### src/rtl/rf_pkg.sv
// Shared widths, index constants and types for the scoreboarded register file.
package rf_pkg;

  localparam int DEF_DATA_W = 32;
  localparam int DEF_ADDR_W = 5;
  localparam int DEF_NREGS  = 2 ** DEF_ADDR_W;

  typedef logic [DEF_ADDR_W-1:0] reg_idx_t;
  typedef logic [DEF_DATA_W-1:0] reg_data_t;

  // Index 0 is the hardwired-zero register: never written, never pending.
  localparam reg_idx_t REG_ZERO = '0;

endpackage

### src/rtl/rf_scoreboard.sv
// Pending-producer scoreboard: tracks in-flight destination registers and
// raises busy/stall for the decode stage.
module rf_scoreboard
  import rf_pkg::*;
#(
  parameter int ADDR_W = DEF_ADDR_W,
  parameter bit BYPASS = 1'b1
) (
  input  logic              clk,
  input  logic              rst_n,
  input  logic [ADDR_W-1:0] rd_addr1,
  input  logic [ADDR_W-1:0] rd_addr2,
  output logic              busy1,
  output logic              busy2,
  input  logic              issue_valid,
  input  logic [ADDR_W-1:0] issue_dst,
  input  logic              issue_use1,
  input  logic              issue_use2,
  output logic              stall,
  input  logic              wb_valid,
  input  logic [ADDR_W-1:0] wb_addr,
  input  logic              flush,
  output logic [ADDR_W:0]   pending_cnt
);

  localparam int NREGS = 2 ** ADDR_W;
  localparam logic [ADDR_W-1:0] ZERO_IDX = ADDR_W'(REG_ZERO);

  logic [NREGS-1:0] pending;
  logic [NREGS-1:0] pending_nxt;
  logic [ADDR_W:0]  cnt_nxt;
  logic             wb_hit1;
  logic             wb_hit2;
  logic             waw;
  logic             accept;

  assign wb_hit1 = wb_valid && (wb_addr == rd_addr1);
  assign wb_hit2 = wb_valid && (wb_addr == rd_addr2);

  // A same-cycle writeback resolves the read hazard only if its data is forwarded.
  assign busy1 = pending[rd_addr1] && !(BYPASS && wb_hit1);
  assign busy2 = pending[rd_addr2] && !(BYPASS && wb_hit2);

  // The retiring producer frees the destination for reuse regardless of forwarding.
  assign waw = (issue_dst != ZERO_IDX) && pending[issue_dst] &&
               !(wb_valid && (wb_addr == issue_dst));

  assign stall  = issue_valid && ((issue_use1 && busy1) || (issue_use2 && busy2) || waw);
  assign accept = issue_valid && !stall;

  // Priority, lowest to highest: writeback clear, issue set, flush.
  always_comb begin
    pending_nxt = pending;
    if (wb_valid && (wb_addr != ZERO_IDX))
      pending_nxt[wb_addr] = 1'b0;
    if (accept && (issue_dst != ZERO_IDX))
      pending_nxt[issue_dst] = 1'b1;
    if (flush)
      pending_nxt = '0;
  end

  always_comb begin
    cnt_nxt = '0;
    for (int i = 0; i < NREGS; i++)
      cnt_nxt = cnt_nxt + {{ADDR_W{1'b0}}, pending_nxt[i]};
  end

  always_ff @(posedge clk or negedge rst_n) begin
    if (!rst_n) begin
      pending     <= '0;
      pending_cnt <= '0;
    end else begin
      pending     <= pending_nxt;
      pending_cnt <= cnt_nxt;
    end
  end

endmodule

### src/rtl/regfile_sb.sv
// Parametrised GPR file with write-to-read bypass and a pending scoreboard
// that generates decode-stage hazards.
module regfile_sb
  import rf_pkg::*;
#(
  parameter int DATA_W      = DEF_DATA_W,
  parameter int ADDR_W      = DEF_ADDR_W,
  parameter bit RESET_INDEX = 1'b1,
  parameter bit BYPASS      = 1'b1
) (
  input  logic              clk,
  input  logic              rst_n,
  input  logic [ADDR_W-1:0] rd_addr1,
  input  logic [ADDR_W-1:0] rd_addr2,
  output logic [DATA_W-1:0] rd_data1,
  output logic [DATA_W-1:0] rd_data2,
  output logic              busy1,
  output logic              busy2,
  input  logic              issue_valid,
  input  logic [ADDR_W-1:0] issue_dst,
  input  logic              issue_use1,
  input  logic              issue_use2,
  output logic              stall,
  input  logic              wb_valid,
  input  logic [ADDR_W-1:0] wb_addr,
  input  logic [DATA_W-1:0] wb_data,
  input  logic              flush,
  output logic [ADDR_W:0]   pending_cnt
);

  localparam int NREGS = 2 ** ADDR_W;
  localparam logic [ADDR_W-1:0] ZERO_IDX = ADDR_W'(REG_ZERO);

  logic [DATA_W-1:0] regs [NREGS];

  // Bring-up convention: optionally preload each register with its own index.
  always_ff @(posedge clk or negedge rst_n) begin
    if (!rst_n) begin
      for (int i = 0; i < NREGS; i++)
        regs[i] <= (RESET_INDEX && (i != 0)) ? DATA_W'(i) : '0;
    end else if (wb_valid && (wb_addr != ZERO_IDX)) begin
      regs[wb_addr] <= wb_data;
    end
  end

  assign rd_data1 = (rd_addr1 == ZERO_IDX) ? '0 :
                    (BYPASS && wb_valid && (wb_addr == rd_addr1)) ? wb_data : regs[rd_addr1];
  assign rd_data2 = (rd_addr2 == ZERO_IDX) ? '0 :
                    (BYPASS && wb_valid && (wb_addr == rd_addr2)) ? wb_data : regs[rd_addr2];

  rf_scoreboard #(
    .ADDR_W (ADDR_W),
    .BYPASS (BYPASS)
  ) u_scoreboard (
    .clk         (clk),
    .rst_n       (rst_n),
    .rd_addr1    (rd_addr1),
    .rd_addr2    (rd_addr2),
    .busy1       (busy1),
    .busy2       (busy2),
    .issue_valid (issue_valid),
    .issue_dst   (issue_dst),
    .issue_use1  (issue_use1),
    .issue_use2  (issue_use2),
    .stall       (stall),
    .wb_valid    (wb_valid),
    .wb_addr     (wb_addr),
    .flush       (flush),
    .pending_cnt (pending_cnt)
  );

endmodule

### config.mk
export PLATFORM = sky130hd
export DESIGN_NAME = regfile_sb
export DESIGN_NICKNAME = d
export VERILOG_FILES = /design/src/rtl/rf_pkg.sv /design/src/rtl/rf_scoreboard.sv /design/src/rtl/regfile_sb.sv
export SDC_FILE = /design/constraint.sdc
export NUM_CORES = 2
export LEC_CHECK = 0
export CAP_MARGIN = 20
export CORE_ASPECT_RATIO = 0.75
export CORE_MARGIN = 2
export CORE_UTILIZATION = 60
export CTS_CLUSTER_DIAMETER = 200
export DETAILED_ROUTE_END_ITERATION = 16
export PLACE_DENSITY_LB_ADDON = 0.1
export SLEW_MARGIN = 20
export SYNTH_ARGS = -nofsm -noshare
export SYNTH_HDL_FRONTEND = slang
export SYNTH_SLANG_ARGS = --single-unit
### constraint.sdc
create_clock -name clk -period 15.95 [get_ports clk]
set_input_delay 1.595 -clock clk [delete_from_list [all_inputs] [get_ports clk]]
set_output_delay 1.595 -clock clk [all_outputs]
set_load 0.1 [all_outputs]
# --- Word-level counts from Yosys, hierarchy flattened ---
# Index checks and enable logic that the tools add are counted.
word_totals:
  word_cells: 136
  regBits: 1062
  in_bits: 59
op_classes:
  n_reduce_logical: 26
  mux: 26
  n_lt_le_gt_ge: 10
  addsub: 31
  n_eq_ne: 3
  bitwise: 6
op_table:
  columns: ["operator", "count"]
  rows:
  - ["bitwise mux 1024 bit", 1]
  - ["two-way mux 32 bit", 12]
  - ["binary-select mux 32 bit (select 5 bit)", 2]
  - ["adder 6 x 1 -> 6 bit", 30]
  - ["demux 32 bit (select 5 bit)", 1]
  - ["AND 32 bit", 1]
  - ["inverter 32 bit", 1]
  - ["OR 32 bit", 1]
  - ["< comparator 5 x 6 -> 1 bit (second input constant)", 4]
  - [">= comparator 6 bit (second input constant)", 3]
  - ["inverter 5 -> 6 bit", 3]
  - ["logical AND 1 bit", 16]
  - ["binary-select mux 1 bit (select 5 bit)", 3]
  - ["== test 5 bit", 3]
  - ["demux 1 bit (select 5 bit)", 2]
  - [">= comparator 5 x 1 -> 1 bit (second input constant)", 2]
  - ["logical NOT 5 bit", 2]
  - ["nonzero test 5 bit", 2]
  - ["< comparator 6 x 1 -> 1 bit (second input constant)", 1]
  - ["two-way mux 1 bit", 5]
  - ["logical NOT 1 bit", 4]
  - ["adder 1 x 1 -> 2 bit", 1]
  - ["logical OR 1 bit", 2]

# --- Depth between registers and ports, before layout ---
logic_depth:
  word_depth: 44
  depth_mapped: 27

# --- Modules after synthesis ---
# Synthesis repeated with hierarchy kept, for this count alone.
unflattened:
  hier_cells: 4243
  hier_area_um2: 59069.2
by_module_without_submodules:
  columns: ["module", "seq_area_each_um2", "cells_each", "area_per_inst_um2", "instances"]
  rows:
  - ["regfile_sb", 25724.7, 3815, 54926.4, 1]
  - ["rf_scoreboard", 950.9, 428, 4142.7, 1]

# --- Least setup slack after synthesis ---
# Ideal clock, no wire load.
synth_timing:
  path_type: "in2reg"
  startpoint: "input port rd_addr2[2]"
  endpoint: "register u_scoreboard.pending_cnt[4]"
  setup_slack_ns: 5.791
  setup_ns: 0.080
  t_arrival_ns: 10.080
  cell_stages: 25
  path_buffers: 4
  t_required_ns: 15.870
  cell_sequence: "clkbuf_1 or3b_2 clkbuf_1 o221ai_1 a211oi_1 a211oi_1 a22o_1 buf_6 buf_4 o31ai_1 fa_1 inv_1 fa_1 inv_1 fa_1 inv_1 fa_1 fa_1 fa_1 inv_1 fa_1 fa_1 a21o_1 a21oi_1 xnor2_1"
synth_via:
  word_cells_on_any_way: 46
  cone_classes: "add/sub: 31; eq/ne: 1; mux: 4; reduce/logical: 10"
synth_lines:
  columns: ["element", "line_no", "source"]
  rows:
  - ["start, declared", "regfile_sb.sv:14", "input logic [ADDR_W-1:0] rd_addr2,"]
  - ["branches (longest 3 deep; another with binary-select mux 1 bit (select 5 bit))", null, null]
  - ["logical AND 1 bit (*)", "rf_scoreboard.sv:42", "assign busy2 = pending[rd_addr2] && !(BYPASS && wb_hit2);"]
  - ["named net busy2", "regfile_sb.sv:18", "output logic busy2,"]
  - ["logical AND 1 bit (*)", "rf_scoreboard.sv:48", "assign stall = issue_valid && ((issue_use1 && busy1) || (issue_use2 && busy2) || waw);"]
  - ["logical OR 1 bit (*) (2 in a row)", "rf_scoreboard.sv:48", null]
  - ["logical AND 1 bit (*)", "rf_scoreboard.sv:48", null]
  - ["logical NOT 1 bit (*)", "rf_scoreboard.sv:49", "assign accept = issue_valid && !stall;"]
  - ["logical AND 1 bit (*)", "rf_scoreboard.sv:49", null]
  - ["logical AND 1 bit (*)", "rf_scoreboard.sv:56", "if (accept && (issue_dst != ZERO_IDX))"]
  - ["two-way mux 32 bit (*)", "rf_scoreboard.sv:56", null]
  - ["two-way mux 32 bit (*)", "rf_scoreboard.sv:58", "if (flush)"]
  - ["named net u_scoreboard.pending_nxt[24]", "rf_scoreboard.sv:30", "logic [NREGS-1:0] pending_nxt;"]
  - ["adder 6 x 1 -> 6 bit (*) (8 in a row)", "rf_scoreboard.sv:65", "cnt_nxt = cnt_nxt + {{ADDR_W{1'b0}}, pending_nxt[i]};"]
  - ["named net u_scoreboard.cnt_nxt[4]", "rf_scoreboard.sv:31", "logic [ADDR_W:0] cnt_nxt;"]
  - ["end signal, assigned", "rf_scoreboard.sv:74", "pending_cnt <= cnt_nxt;"]
  - ["end, declared", "rf_scoreboard.sv:23", "output logic [ADDR_W:0] pending_cnt"]
# Mark *: on every way through the listed nets, which the timed path passes. The select of a mux whose other input is x is not followed.
# A chain may end at the register's enable or synchronous reset.

# --- Worst setup path after layout ---
layout_timing:
  startpoint: "input port rd_addr2[2]"
  endpoint: "output port rd_data2[9]"
layout_via:
  elab_chain_len: 6
  word_cells_on_any_way: 9
  cone_classes: "eq/ne: 1; mux: 5; bitwise: 1; reduce/logical: 2"
layout_rtl:
  columns: ["element", "line_no", "source"]
  rows:
  - ["inverter 5 -> 6 bit (not written as such)", "regfile_sb.sv:49", "(BYPASS && wb_valid && (wb_addr == rd_addr2)) ? wb_data : regs[rd_addr2];"]
  - ["binary-select mux 32 bit (select 5 bit)", "regfile_sb.sv:49", null]
  - ["two-way mux 32 bit (not written as such) (2 in a row)", "regfile_sb.sv:49", null]
  - ["two-way mux 32 bit", "regfile_sb.sv:49", null]
  - ["two-way mux 32 bit (*)", "regfile_sb.sv:48", "assign rd_data2 = (rd_addr2 == ZERO_IDX) ? '0 :"]
  - ["end, declared", "regfile_sb.sv:16", "output logic [DATA_W-1:0] rd_data2,"]
# Mark *: on every way between the ends. The rest lies on a longest branch, timed or not. The select of a mux whose other input is x is not followed.

==> results.ini <==
[placed_design]
routabilityCongestion = 0.917
hpwl_mm = 105
dp.cells = 4970
port_buffers = 131
placed_area_sq_um = 60600
post-place-ws_ns = 6.22

[timing]
tightest_slew_ns = 1.16
hold_violations = 0
max_freq_mhz = 107
tns_ns = 0
maxSlewHeadroom_pct = 22.5
fin_crit_ns = 9.33
worst_slack_ns = 6.62
rsz0062_at_grt = no
setup_viol = 0
min_period_over_period_pct = 58.5
fin_skew_ns = 0.0195
maxSlewViolCount = 0

[drt]
drt-initial-drc-count = 4660
met2_length_mm = 86.9
dr.pass1.iters = 5
routedWlPerCell_um = 36.5
post-route-drc-count = 0
routed.top_layer = met5
postRouteAntennaNets = 0
wl_mm = 189
num_vias = 38128
viasPerCell = 7.36
met3_length_mm = 17.7
wl_met1_mm = 76.6

[grt]
antenna_found_initial = 10
grt_pass1_wl_mm = 276
grt.total_usage_pct = 38.4
overflow = 0
grt_max_degree = 193
grt_pass1_vias = 38990

[run]
cap_viol_max_count = 0

[clocking]
ctsResizeCount = 0
hold_buffers = 0
clock_path_buffers = 3
cts_buffers = 109
root_buffer = clkbuf_16
htreeDepth = 3
cts_tree = done
cts.clk_slew.worst_paths_ns = 0.06
cts_setup_buffers = 0
insertion_delay_ns = 0.73
numClockSinks = 1062

[power_and_ir_drop]
powerDensity_nw_per_um2 = 128
ir_drop_mv = 0.111
leakage_nw = 27.1

[finish]
nNetsFinal = 3861
final_common_cell = mux2_2
finalNonFillerCells = 5179
drive_gt1_share_pct = 52.2
n_fill_cell = 6670
finalInstanceArea_sq_um = 64300
syn_to_final_growth_pct = 9.93
final_cell_mix = mux2_2, dfrtp_1, mux4_2, mux2i_1, clkbuf_16

[setup_path]
crit_required_ns = 14.36
critical_path.endpoint_type = output port
setup.worst_path.start_class = input pin
cp_max_fo = 33
critical_path_class = in -> out
critPathArrivalTime_ns = 7.74

[min_path]
worstHoldPathType = reg -> reg

[floorplan]
fp.dieW_um = 364
core_area_sq_um = 96900
initial_core_util_pct = 60.4
rows = 99
io_pins = 132
die_h_um = 274
dieArea_sq_um = 100000

[yosys]
ys_types = 55
syn-instance-count = 3875
synthFlopType = dfrtp_1
synth.top_cell.area_share_pct = 42.0
ys_seq_elements = 1062
synthArstFlopShare_pct = 100
ys_top_cells_by_area = dfrtp_1, mux4_2, mux2_2
syn_area_sq_um = 58500
avgSynthCellArea_sq_um = 15.1
synth_warnings = 0
ys_seq_area_share_pct = 45.6
synth-edff-count = 0
synth_nets = 3966
synth_top_area_cell = dfrtp_1

[status]
status = complete, no violations

==> metal layers <==
metal	track usage, %	up-vias
met1	54.7	20765
met2	58.1	2051
met4	14.4	12
met3	9.23	494
met5	0.383	-
li1	-	14806
==> state kept, by name, summed over array words and instances, names as in the netlist <==
signal	count
u_scoreboard.pending	32
regs	1024
u_scoreboard.pending_cnt	6
==> critical path, cell delays in order <==
cell             delay (ns)
buf_4                  0.29
buf_4                  0.65
or3_2                  0.54
buf_4                  0.62
or3_2                  0.76
nand2_1                0.87
o21ai_0                1.03
clkdlybuf4s50_1        1.30
==> cell type report <==
type / count / area, sq um / area share, %
Antenna cell: 3 / 7.51 / 0.0117
Multi-Input combinational cell: 2330 / 30000 / 46.7
Clock buffer: 160 / 3210 / 5.00
Tap cell: 1313 / 1640 / 2.56
Clock inverter: 44 / 440 / 0.685
Sequential cell: 1062 / 26700 / 41.5
Inverter: 35 / 131 / 0.204
Timing Repair Buffer: 232 / 2150 / 3.34
==> synthesized netlist by cell type (5+ instances only) <==
master,number
a21oi_1,52
nor2b_1,15
a221oi_1,12
xnor2_1,9
o31ai_1,29
ha_1,8
a221o_1,5
buf_1,61
nor3b_1,8
mux2_2,1010
clkbuf_1,288
o221ai_1,41
or3b_2,18
dfrtp_1,982
mux4_2,557
xor2_1,9
nor2_1,69
inv_1,35
buf_2,85
o211ai_1,13
o21ai_0,28
buf_4,11
o22ai_1,14
o31a_1,13
nand2b_1,15
dfstp_2,80
nand2_1,49
fa_1,24
a211oi_1,66
nor3_1,17
mux2i_1,169
nand3_1,20
nand3b_1,20
==> power by group <==
group	internal (W)	leakage, nW	switching [W]	total [W]
clock	0.00148	1.80	0.00113	0.00261
sequential	0.00322	13.5	0.000378	0.00360
combinational	0.00102	11.9	0.000972	0.00199
==> metrics by stage <==
| step | power [W] | utilization, % | hold WS, ns |
|---|---|---|---|
| finish | 0.00821 | 66.4 | 0.400 |
| global route | 0.00849 | 66.4 | 0.411 |
| CTS | 0.00821 | 66.3 | 0.397 |
| detailed placement | 0.00560 | 62.6 | 0.384 |
| global placement | 0.00547 | 62.5 | 0.377 |
| floorplan | 0.00500 | - | 0.441 |
==> final timing paths <==
kind / start / end / slack (ns) / cells after the start
hold / removal: regs[999]$_DFFE_PN0P_ / regs[999]$_DFFE_PN0P_ / 0.40 / 0
setup reg to reg: u_scoreboard.pending[9]$_DFF_PN0_ / u_scoreboard.pending_cnt[4]$_DFF_PN0_ / 8.51 / 21
min in group asynchronous: rst_n / u_scoreboard.pending[9]$_DFF_PN0_ / 0.91 / 1
hold reg to reg: regs[999]$_DFFE_PN0P_ / regs[999]$_DFFE_PN0P_ / 0.40 / 0
setup / recovery: rd_addr2[2] / rd_data2[9] / 6.62 / 8
max in group asynchronous: rst_n / regs[708]$_DFFE_PN0P_ / 12.03 / 4
==> cells by family (layout without fill, tap and decap cells) <==
group           count (synthesis)  count (layout)  synth area share (%)
mux                          1738            1738                  43.9
flops                        1062            1062                  45.6
buf+inv                       483             471                  3.39
compound gates                293             293                  3.59
simple gates                  249             249                  2.24
fa+ha+maj                      32              32                 0.993
xor+xnor                       18              18                 0.270
other cells                     0               3                     0
(Power assumes the default switching activity.)
